$ cat config.mk
export PLATFORM = sky130hd
export DESIGN_NAME = df_perf_monitor
export DESIGN_NICKNAME = d
export VERILOG_FILES = /design/src/rtl/df_perf_pkg.sv /design/src/rtl/df_chan_counter.sv /design/src/rtl/df_perf_monitor.sv
export SDC_FILE = /design/constraint.sdc
export NUM_CORES = 2
export LEC_CHECK = 0
export ABC_AREA = 0
export ABC_CLOCK_PERIOD_IN_PS = 4460
export CAP_MARGIN = 20
export CORE_UTILIZATION = 30
export DETAILED_ROUTE_END_ITERATION = 10
export PLACE_DENSITY = 0.41
export SYNTH_ARGS = -nofsm -noshare
export SYNTH_HDL_FRONTEND = slang
export SYNTH_SLANG_ARGS = --single-unit
export TNS_END_PERCENT = 100
$ cat constraint.sdc
create_clock -name clk -period 4.46 [get_ports clk]
set_input_delay 0.669 -clock clk [delete_from_list [all_inputs] [get_ports clk]]
set_output_delay 0.669 -clock clk [all_outputs]
set_load 0.02 [all_outputs]
$ cat src/rtl/df_perf_pkg.sv
// Shared types, register map offsets and the saturating-increment helper for
// the dataflow performance monitor.
package df_perf_pkg;

  typedef enum logic [1:0] {
    IDLE = 2'd0,
    RUN  = 2'd1,
    DONE = 2'd2
  } run_state_e;

  typedef enum logic [1:0] {
    P_IDLE = 2'd0,
    P_BUSY = 2'd1,
    P_WAIT = 2'd2
  } proc_state_e;

  // Per-channel register offsets within a 4-word window
  localparam logic [1:0] OFF_OCC  = 2'd0;
  localparam logic [1:0] OFF_MAX  = 2'd1;
  localparam logic [1:0] OFF_WBLK = 2'd2;
  localparam logic [1:0] OFF_RBLK = 2'd3;

  // Per-process register offsets within a 4-word window
  localparam logic [1:0] OFF_BUSY  = 2'd0;
  localparam logic [1:0] OFF_STALL = 2'd1;
  localparam logic [1:0] OFF_ITER  = 2'd2;
  localparam logic [1:0] OFF_STAT  = 2'd3;

  // Increment that sticks at the all-ones value of a width-bit counter.
  function automatic logic [63:0] sat_inc(input logic [63:0] value, input int width);
    logic [63:0] max_val;
    max_val = (width >= 64) ? '1 : ((64'd1 << width) - 64'd1);
    return (value >= max_val) ? value : value + 64'd1;
  endfunction

endpackage

$ cat src/rtl/df_chan_counter.sv
// One monitored FIFO channel: shadow occupancy, peak occupancy, producer and
// consumer block-cycle counters and a sticky under/overflow flag.
module df_chan_counter
  import df_perf_pkg::*;
#(
  parameter int CNT_W   = 32,
  parameter int DEPTH_W = 8
) (
  input  logic               clk,
  input  logic               rst_n,
  input  logic               clear_i,
  input  logic               count_en_i,
  input  logic               wr_en_i,
  input  logic               rd_en_i,
  input  logic               wr_block_i,
  input  logic               rd_block_i,
  output logic [DEPTH_W-1:0] occ_o,
  output logic [DEPTH_W-1:0] max_occ_o,
  output logic [CNT_W-1:0]   wr_block_cnt_o,
  output logic [CNT_W-1:0]   rd_block_cnt_o,
  output logic               occ_err_o
);

  localparam logic [DEPTH_W-1:0] OCC_FULL = '1;

  logic [DEPTH_W-1:0] occ_q, occ_d;
  logic [DEPTH_W-1:0] max_q, max_d;
  logic [CNT_W-1:0]   wblk_q, wblk_d;
  logic [CNT_W-1:0]   rblk_q, rblk_d;
  logic               err_q, err_d;

  always_comb begin
    // NOTE: every next-state value gets a default first so no path leaves it
    // unassigned, which would otherwise infer a latch.
    occ_d  = occ_q;
    max_d  = max_q;
    wblk_d = wblk_q;
    rblk_d = rblk_q;
    err_d  = err_q;
    if (clear_i) begin
      occ_d  = '0;
      max_d  = '0;
      wblk_d = '0;
      rblk_d = '0;
      err_d  = 1'b0;
    end else if (count_en_i) begin
      case ({wr_en_i, rd_en_i})
        2'b10:   if (occ_q == OCC_FULL) err_d = 1'b1;
                 else                   occ_d = occ_q + DEPTH_W'(1);
        2'b01:   if (occ_q == '0)       err_d = 1'b1;
                 else                   occ_d = occ_q - DEPTH_W'(1);
        default: ;
      endcase
      // Peak tracks the post-update occupancy so a new maximum is seen at once
      if (occ_d > max_q) max_d = occ_d;
      if (wr_block_i) wblk_d = CNT_W'(sat_inc(64'(wblk_q), CNT_W));
      if (rd_block_i) rblk_d = CNT_W'(sat_inc(64'(rblk_q), CNT_W));
    end
  end

  always_ff @(posedge clk or negedge rst_n) begin
    // NOTE: state registers use non-blocking assignments so every flop samples
    // the values from before this edge, independent of statement order.
    if (!rst_n) begin
      occ_q  <= '0;
      max_q  <= '0;
      wblk_q <= '0;
      rblk_q <= '0;
      err_q  <= 1'b0;
    end else begin
      occ_q  <= occ_d;
      max_q  <= max_d;
      wblk_q <= wblk_d;
      rblk_q <= rblk_d;
      err_q  <= err_d;
    end
  end

  assign occ_o          = occ_q;
  assign max_occ_o      = max_q;
  assign wr_block_cnt_o = wblk_q;
  assign rd_block_cnt_o = rblk_q;
  assign occ_err_o      = err_q;

endmodule

$ cat src/rtl/df_perf_monitor.sv
// On-chip dataflow performance monitor: channel and process counters, hardware
// deadlock detection and a single-cycle-latency register read port.
module df_perf_monitor
  import df_perf_pkg::*;
#(
  parameter int NUM_CHAN  = 3,
  parameter int NUM_PROC  = 3,
  parameter int CNT_W     = 32,
  parameter int DEPTH_W   = 8,
  parameter int DL_THRESH = 1024,
  parameter int ADDR_W    = $clog2(4*(NUM_CHAN+NUM_PROC))
) (
  input  logic                clk,
  input  logic                rst_n,
  input  logic                start_i,
  input  logic                finish_i,
  input  logic [NUM_CHAN-1:0] chan_wr_en_i,
  input  logic [NUM_CHAN-1:0] chan_rd_en_i,
  input  logic [NUM_CHAN-1:0] chan_wr_block_i,
  input  logic [NUM_CHAN-1:0] chan_rd_block_i,
  input  logic [NUM_PROC-1:0] proc_start_i,
  input  logic [NUM_PROC-1:0] proc_done_i,
  input  logic [NUM_PROC-1:0] proc_continue_i,
  input  logic [NUM_PROC-1:0] proc_in_stall_i,
  input  logic [NUM_PROC-1:0] proc_out_stall_i,
  input  logic                rd_req_i,
  input  logic [ADDR_W-1:0]   rd_addr_i,
  output logic                rd_valid_o,
  output logic [CNT_W-1:0]    rd_data_o,
  output logic                running_o,
  output logic                deadlock_o,
  output logic [NUM_CHAN-1:0] occ_err_o
);

  localparam int             DL_W   = $clog2(DL_THRESH + 1);
  localparam logic [DL_W-1:0] DL_MAX = DL_W'(DL_THRESH);
  localparam int             SEL_W  = ADDR_W - 2;

  run_state_e state_q;
  logic       running_q;
  logic       count_en;

  // Top FSM: start always wins and restarts the run from any state.
  always_ff @(posedge clk or negedge rst_n) begin
    if (!rst_n) begin
      state_q   <= IDLE;
      running_q <= 1'b0;
    end else if (start_i) begin
      state_q   <= RUN;
      running_q <= 1'b1;
    end else if (state_q == RUN && (finish_i || deadlock_o)) begin
      state_q   <= DONE;
      running_q <= 1'b0;
    end
  end

  assign count_en  = (state_q == RUN);
  assign running_o = running_q;

  logic [DEPTH_W-1:0] chan_occ  [NUM_CHAN];
  logic [DEPTH_W-1:0] chan_max  [NUM_CHAN];
  logic [CNT_W-1:0]   chan_wblk [NUM_CHAN];
  logic [CNT_W-1:0]   chan_rblk [NUM_CHAN];
  logic [NUM_CHAN-1:0] chan_err;

  for (genvar i = 0; i < NUM_CHAN; i++) begin : g_chan
    df_chan_counter #(
      .CNT_W  (CNT_W),
      .DEPTH_W(DEPTH_W)
    ) u_chan (
      .clk           (clk),
      .rst_n         (rst_n),
      .clear_i       (start_i),
      .count_en_i    (count_en),
      .wr_en_i       (chan_wr_en_i[i]),
      .rd_en_i       (chan_rd_en_i[i]),
      .wr_block_i    (chan_wr_block_i[i]),
      .rd_block_i    (chan_rd_block_i[i]),
      .occ_o         (chan_occ[i]),
      .max_occ_o     (chan_max[i]),
      .wr_block_cnt_o(chan_wblk[i]),
      .rd_block_cnt_o(chan_rblk[i]),
      .occ_err_o     (chan_err[i])
    );
  end

  assign occ_err_o = chan_err;

  proc_state_e       pstate_q [NUM_PROC];
  proc_state_e       pstate_d [NUM_PROC];
  logic [CNT_W-1:0]  busy_q   [NUM_PROC];
  logic [CNT_W-1:0]  busy_d   [NUM_PROC];
  logic [CNT_W-1:0]  stall_q  [NUM_PROC];
  logic [CNT_W-1:0]  stall_d  [NUM_PROC];
  logic [CNT_W-1:0]  iter_q   [NUM_PROC];
  logic [CNT_W-1:0]  iter_d   [NUM_PROC];
  logic [NUM_PROC-1:0] proc_stall;

  assign proc_stall = proc_in_stall_i | proc_out_stall_i;

  always_comb begin
    pstate_d = pstate_q;
    busy_d   = busy_q;
    stall_d  = stall_q;
    iter_d   = iter_q;
    for (int j = 0; j < NUM_PROC; j++) begin
      if (start_i) begin
        pstate_d[j] = P_IDLE;
        busy_d[j]   = '0;
        stall_d[j]  = '0;
        iter_d[j]   = '0;
      end else if (count_en) begin
        if (pstate_q[j] == P_BUSY) begin
          busy_d[j] = CNT_W'(sat_inc(64'(busy_q[j]), CNT_W));
          if (proc_stall[j]) stall_d[j] = CNT_W'(sat_inc(64'(stall_q[j]), CNT_W));
        end
        // An iteration retires on the done/continue handshake, whether it
        // happens in BUSY or after waiting for continue
        if (pstate_q[j] != P_IDLE && proc_done_i[j] && proc_continue_i[j])
          iter_d[j] = CNT_W'(sat_inc(64'(iter_q[j]), CNT_W));
        case (pstate_q[j])
          P_IDLE: if (proc_start_i[j]) pstate_d[j] = P_BUSY;
          P_BUSY: if (proc_done_i[j]) begin
                    if (!proc_continue_i[j])  pstate_d[j] = P_WAIT;
                    else if (!proc_start_i[j]) pstate_d[j] = P_IDLE;
                  end
          P_WAIT: if (proc_continue_i[j]) pstate_d[j] = P_IDLE;
          default: pstate_d[j] = P_IDLE;
        endcase
      end
    end
  end

  always_ff @(posedge clk or negedge rst_n) begin
    if (!rst_n) begin
      // NOTE: these arrays are plain flops, not RAM, so resetting every entry
      // is cheap and required for a clean post-reset read-back.
      for (int j = 0; j < NUM_PROC; j++) begin
        pstate_q[j] <= P_IDLE;
        busy_q[j]   <= '0;
        stall_q[j]  <= '0;
        iter_q[j]   <= '0;
      end
    end else begin
      pstate_q <= pstate_d;
      busy_q   <= busy_d;
      stall_q  <= stall_d;
      iter_q   <= iter_d;
    end
  end

  logic            any_busy;
  logic            busy_unstalled;
  logic            all_stalled;
  logic [DL_W-1:0] dl_cnt_q, dl_cnt_d;
  logic            deadlock_q;

  always_comb begin
    any_busy       = 1'b0;
    busy_unstalled = 1'b0;
    for (int j = 0; j < NUM_PROC; j++) begin
      if (pstate_q[j] == P_BUSY) begin
        any_busy = 1'b1;
        if (!proc_stall[j]) busy_unstalled = 1'b1;
      end
    end
    all_stalled = any_busy & ~busy_unstalled;
    if (!all_stalled)            dl_cnt_d = '0;
    else if (dl_cnt_q == DL_MAX) dl_cnt_d = dl_cnt_q;
    else                         dl_cnt_d = dl_cnt_q + DL_W'(1);
  end

  always_ff @(posedge clk or negedge rst_n) begin
    if (!rst_n) begin
      dl_cnt_q   <= '0;
      deadlock_q <= 1'b0;
    end else if (start_i) begin
      dl_cnt_q   <= '0;
      deadlock_q <= 1'b0;
    end else if (count_en) begin
      dl_cnt_q <= dl_cnt_d;
      if (dl_cnt_d == DL_MAX) deadlock_q <= 1'b1;
    end
  end

  assign deadlock_o = deadlock_q;

  logic [CNT_W-1:0] rd_word;
  logic             rd_valid_q;
  logic [CNT_W-1:0] rd_data_q;

  // Register map: channel windows first, then process windows; anything
  // beyond the last window decodes to zero.
  always_comb begin
    rd_word = '0;
    for (int i = 0; i < NUM_CHAN; i++) begin
      if (rd_addr_i[ADDR_W-1:2] == SEL_W'(i)) begin
        case (rd_addr_i[1:0])
          OFF_OCC:  rd_word = CNT_W'(chan_occ[i]);
          OFF_MAX:  rd_word = CNT_W'(chan_max[i]);
          OFF_WBLK: rd_word = chan_wblk[i];
          OFF_RBLK: rd_word = chan_rblk[i];
          default:  rd_word = '0;
        endcase
      end
    end
    for (int j = 0; j < NUM_PROC; j++) begin
      if (rd_addr_i[ADDR_W-1:2] == SEL_W'(NUM_CHAN + j)) begin
        case (rd_addr_i[1:0])
          OFF_BUSY:  rd_word = busy_q[j];
          OFF_STALL: rd_word = stall_q[j];
          OFF_ITER:  rd_word = iter_q[j];
          OFF_STAT:  rd_word = CNT_W'({deadlock_q, |chan_err, pstate_q[j]});
          default:   rd_word = '0;
        endcase
      end
    end
  end

  always_ff @(posedge clk or negedge rst_n) begin
    if (!rst_n) begin
      rd_valid_q <= 1'b0;
      rd_data_q  <= '0;
    end else begin
      rd_valid_q <= rd_req_i;
      if (rd_req_i) rd_data_q <= rd_word;
    end
  end

  assign rd_valid_o = rd_valid_q;
  assign rd_data_o  = rd_data_q;

endmodule

# Word level (Yosys, flattened, before mapping)
# Cells that the tools add are included.
# classes
n_addsub	22
magnitude_cmp	18
n_eq_ne	59
mux	164
bitwise	3
reduce_logical	69
# op_table
op	count
two-way mux 32 bit	69
case mux 32 bit (4 select lines)	6
adder 32 x 1 -> 32 bit (second input constant)	15
greater-or-equal comparator 32 bit (second input constant)	15
two-way mux 8 bit	27
case mux 8 bit (2 select lines)	3
nonzero test 2 bit	24
two-way mux 2 bit	23
two-way mux 11 bit	4
AND reduction 3 bit	12
!= test 2 bit (second input constant)	15
!= test 3 bit (second input constant)	9
two-way mux 1 bit	26
adder 8 x 1 -> 8 bit (second input constant)	3
equality test 8 bit (second input constant)	3
greater-than comparator 8 bit	3
zero test 8 bit	3
AND reduction 4 bit	6
subtractor 8 x 1 -> 8 bit (second input constant)	3
equality test 11 bit (second input constant)	2
!= test 3 x 2 -> 1 bit (second input constant)	6
case mux 2 bit (3 select lines)	3
equality test 2 x 1 -> 1 bit (second input constant)	8
equality test 2 bit (second input constant)	8
17 further kinds	39
# totals
register_bits	585
input_bits	37
output_inout_bits	38
wordCells	368

# Depth between registers and ports, before layout
# logic_depth
word_depth	14
mapped_depth	16
depth_no_buf	15

# Cells and area by module
# A second synthesis with hierarchy kept.
# hier_totals
hier_cells	4369
area_unflattened_um2	37687.4
# by_module_without_submodules
mod	n_inst	cells_per_inst	area_per_inst_um2	seq_area_each_um2
df_perf_monitor	1	2631	22552.9	8533.2
df_chan_counter (g_chan[1].u_chan ...)	2	581	5057.4	2026.9
df_chan_counter (g_chan[0].u_chan)	1	576	5019.8	2026.9

# Worst setup path before layout
# Ideal clock, no wire load.
# synth_path
path_type	flip-flop to flip-flop
from	register g_chan[2].u_chan.occ_q[0]
to	register g_chan[2].u_chan.max_q[1]
setup_time_ns	0.132
t_arrival_ns	3.382
t_required_ns	4.328
setup_slack_ns	0.946
stages_incl_launch_ff	15
path_buffers	1
synth_period_minus_slack_ns	3.514
cell_sequence	dfrtp_1 -> clkbuf_1 -> inv_1 -> ha_1 -> or4b_2 -> o21ai_0 -> o32a_1 -> mux2i_1 -> ha_1 -> and4_1 -> a21oi_1 -> o21ai_0 -> a21oi_2 -> mux2i_1 -> nor2_1
# synth_via
elab_chain_cells	8
word_cells_on_any_way	15
cone_classes	2 x add/sub; 1 x order compare; 1 x eq/ne; 8 x mux; 3 x reduce/logical
# synth_rtl
item	line	text
start, declared	df_chan_counter.sv:26	logic [DEPTH_W-1:0] occ_q, occ_d;
start signal, assigned	df_chan_counter.sv:65	occ_q <= '0;
start signal, assigned	df_chan_counter.sv:71	occ_q <= occ_d;
subtractor 8 x 1 -> 8 bit (tied with other cells)	df_chan_counter.sv:51	else occ_d = occ_q - DEPTH_W'(1);
two-way mux 8 bit, on equally long branches	df_chan_counter.sv:50, df_chan_counter.sv:48	
case mux 8 bit (2 select lines) (*)	df_chan_counter.sv:47	case ({wr_en_i, rd_en_i})
two-way mux 8 bit (*)	df_chan_counter.sv:46	end else if (count_en_i) begin
two-way mux 8 bit (*)	df_chan_counter.sv:40	if (clear_i) begin
greater-than comparator 8 bit or two-way mux 8 bit (tied branches)	df_chan_counter.sv:55	if (occ_d > max_q) max_d = occ_d;
nonzero test 2 bit (no line) or two-way mux 8 bit (tied branches)	-	
AND reduction 2 bit (no line) or two-way mux 8 bit (tied branches)	-	
end signal, assigned	df_chan_counter.sv:72	max_q <= max_d;
end, declared	df_chan_counter.sv:27	logic [DEPTH_W-1:0] max_q, max_d;
# Every way passes the cells marked *; elsewhere a longest branch is shown, timed or not. The select of a mux whose other input is x is not followed.
# A chain may end at the register's enable or synchronous reset.

# Worst setup path after layout
# layout_path
from	register g_chan[1].u_chan.occ_q[0]
to	register g_chan[1].u_chan.max_q[7]
# layout_via
elab_chain_cells	8
word_cells_on_any_way	15
cone_classes	2 x add/sub; 1 x order compare; 1 x eq/ne; 8 x mux; 3 x reduce/logical
# layout_rtl
item	line
start, declared	df_chan_counter.sv:26
start signal, assigned	df_chan_counter.sv:65
start signal, assigned	df_chan_counter.sv:71
subtractor 8 x 1 -> 8 bit (tied with other cells)	df_chan_counter.sv:51
two-way mux 8 bit, on equally long branches	df_chan_counter.sv:50, df_chan_counter.sv:48
case mux 8 bit (2 select lines) (*)	df_chan_counter.sv:47
two-way mux 8 bit (*)	df_chan_counter.sv:46
two-way mux 8 bit (*)	df_chan_counter.sv:40
greater-than comparator 8 bit or two-way mux 8 bit (tied branches)	df_chan_counter.sv:55
nonzero test 2 bit (no line) or two-way mux 8 bit (tied branches)	-
AND reduction 2 bit (no line) or two-way mux 8 bit (tied branches)	-
end signal, assigned	df_chan_counter.sv:72
end, declared	df_chan_counter.sv:27
# Marked as above.

==> qor.yml <==
run_status:
  status: "completed"
synth:
  synth_enable_flop_cells: 0
  netlist.area_leader.share_pct: 39.7
  yosysMostFrequentCell: "nor2_1"
  synth_cell_types: 93
  syn_avg_cell_area_um2: 8.75
  synthCells: 4206
  syn-cell-area_mm2: 0.0368
  yosys-top-cells-area: "dfrtp_1 (40%), nor2_1 (6.7%), xor2_1 (5.4%)"
  synthFlopType: "dfrtp_1"
  synth_async_sr_flop_share_pct: 100
  synth-seq-area-share_pct: 39.7
  synth_largest_area_cell: "dfrtp_1"
  netlist_top_cells_count: "nor2_1 (657), dfrtp_1 (584), nand2_1 (266)"
  ys_ff_latch: 584
  syn_nets: 4299
  yosys_warnings: 0
sta:
  setup_violations: 0
  post-route-period-util_pct: 84.4
  skew_ps: 32.3
  worst_slew_pin_slew_ps: 1040
  tns_ps: 0
  maxSlewViolCount: 0
  slew_headroom_pct: 30.9
  timing.fmax_mhz: 266
  rsz0062_at_grt: "false"
  period_minus_slack_ps: 3760
  hold_viol: 0
route:
  routed_wl_um: 138000
  wl_per_cell_um: 23.3
  via_per_inst: 5.45
  ant_nets: 0
  drt_iter0_markers: 2642
  vias: 32100
  drt_first_pass_iters: 6
  drc_errors: 0
final_layout:
  area_growth_pct: 14.1
  nNetsFinal: 4316
  fin_util_pct: 34.5
  drive_gt1_share_pct: 7.18
  final_cells: 5901
floorplanning:
  row_count: 128
  die_w_um: 352
  io_pins: 75
  die_h_um: 352
  die_area_mm2: 0.124
  start_util_pct: 30.2
  core-area_mm2: 0.122
pwr:
  p_leak_nw: 16.5
  powerDensity_mw_per_mm2: 323
  peakVddDrop_v: 0.000267
clock_tree:
  clockBufferDepth: 3
  root_buffer: "clkbuf_16"
  cts_resized: 0
  htree_levels: 3
  cts_tree: "done"
  clk_pin_slew_ps: 60
  postCtsHoldBufs: 0
  cts_setup_buffers: 0
  worstSkewPairLatency_ps: 670
  cts_sinks: 584
  cts_buffers: 79
critical_path:
  worstSetupStartpointType: "flop"
  crit_arrival_ps: 4300
  cp_num_buf_inv: 2
  crit_type: "flop to flop"
  cp_top_family: "compound AO/OA/AOI/OAI gates"
  cp_slowest_stage_delay_ps: 650
  worst_setup_path_end_kind: "flop"
  worstPathMaxFanout: 9
  worstPathCellList: "inv_1, ha_1, or4b_2, o21ai_2, o21ai_0, o22a_1, ha_1, a21oi_1, o21ai_0, o21ai_0, a21oi_1, buf_4, mux2i_1, nor2_1"
  worstPathRequired_ps: 4990
  crit_top_cell: "o21ai_0"
  crit_slowest_cell: "or4b_2"
  r2r_slack_ps: 700
global_route:
  antenna_found_initial: 2
  grt_overflow_total: 0
  grt_start_max_net_pins: 118
  grt_use_total_pct: 21.9
  grt_pass1_wl_um: 210000
  first_global_vias: 31300
placement:
  dp_cells: 5766
  portBuffers: 74
  routabilityCongestion: 0.876
  dpl.hpwl_um: 102000
run:
  max_cap_viol_count: 0
worst_hold_path:
  min_path_type: "primary input to async pin"
## cells in the final DEF, fill, tap and decap left out, types with 21 or more instances in the layout
cell | synthesis | layout
a211oi_1 | 22 | 22
a21oi_1 | 225 | 225
a31oi_1 | 22 | 22
and2_1 | 32 | 32
and3_1 | 119 | 119
and4_1 | 63 | 63
buf_4 | 6 | 83
clkbuf_1 | 159 | 22
clkbuf_16 | 0 | 81
clkdlybuf4s50_1 | 0 | 69
dfrtp_1 | 584 | 584
ha_1 | 56 | 56
inv_1 | 76 | 76
mux2i_1 | 194 | 194
mux4_2 | 22 | 22
nand2_1 | 266 | 266
nand3_1 | 200 | 200
nand4_1 | 186 | 186
nor2_1 | 657 | 657
nor3_1 | 110 | 110
nor4_1 | 47 | 47
o211ai_1 | 21 | 21
o21ai_0 | 204 | 204
o221ai_1 | 27 | 27
o22ai_1 | 39 | 39
or3_1 | 89 | 89
xnor2_1 | 157 | 157
xor2_1 | 226 | 226
## cell type report
cell class / instances / area [um2]
well taps: 1625 / 2030
fillers: 12700 / 79800
repair buffers: 171 / 1650
clock buffers: 117 / 2300
flip-flops and latches: 584 / 14600
multi-input cells: 3309 / 20900
clock inverters: 16 / 148
inverters: 78 / 293
diodes: 1 / 2.50
## report_power, final
group	internal, W	switching, W	leakage (nW)
registers	0.00541	0.000198	8.08
logic	0.000638	0.00109	7.26
clock network	0.00366	0.00257	1.21
## per-stage QoR
step | total power (W) | area (um2) | setup slack [ps] | hold WS [ps]
finish | 0.0136 | 42000 | 696 | 20.8
global route | 0.0141 | 42000 | 419 | 50.3
CTS | 0.0138 | 41900 | 714 | 44.8
detailed placement | 0.00744 | 39500 | 499 | 509
global placement | 0.00745 | 39500 | 432 | 503
floorplan | 0.00666 | 36800 | 946 | 373
## kinds of logic (layout without fill, tap and decap cells)
logic type | Yosys count | after routing | synth area share, %
multiplexers | 226 | 226 | 6.93
buffers and inverters | 313 | 382 | 3.46
AND/OR/NAND/NOR | 1934 | 1934 | 26.9
other | 0 | 1 | 0
AO/OA/AOI/OAI | 710 | 710 | 12.0
adder cells (fa/ha/maj) | 56 | 56 | 1.90
XOR/XNOR | 383 | 383 | 9.12
flip-flops | 584 | 584 | 39.7
## final timing paths
path,from,end,depth (start not counted)
hold reg to reg,rd_data_o[29],rd_data_o[29],1
hold / removal,rst_n,dl_cnt_q[4],1
setup reg to reg,g_chan[1].u_chan.occ_o[0],g_chan[1].u_chan.max_occ_o[7],14
max in group asynchronous,rst_n,g_chan[2].u_chan.rd_block_cnt_o[12],2
setup / recovery,g_chan[1].u_chan.occ_o[0],g_chan[1].u_chan.max_occ_o[7],14
min in group clk,start_i,iter_q[82],2
## flip-flops by register name (all words and copies together) (netlist names)
name / count
busy_q: 96
g_chan.u_chan.occ_o: 24
g_chan.u_chan.max_occ_o: 24
deadlock_o: 1
g_chan.u_chan.rd_block_cnt_o: 96
state_q: 2
pstate_q: 6
dl_cnt_q: 11
iter_q: 96
g_chan.u_chan.wr_block_cnt_o: 96
g_chan.u_chan.occ_err_o: 3
rd_data_o: 32
stall_q: 96
rd_valid_o: 1
## metal layers
metal,global-route usage (%),vias up,part of all wire (%),wire [um]
li1,-,15200,-,-
met1,32.6,16100,49,68100
met2,33.6,680,44,61300
met3,2.70,140,4.1,5640
met4,4.75,0,2.0,2780
met5,0,-,0,0
(Power assumes the default switching activity.)
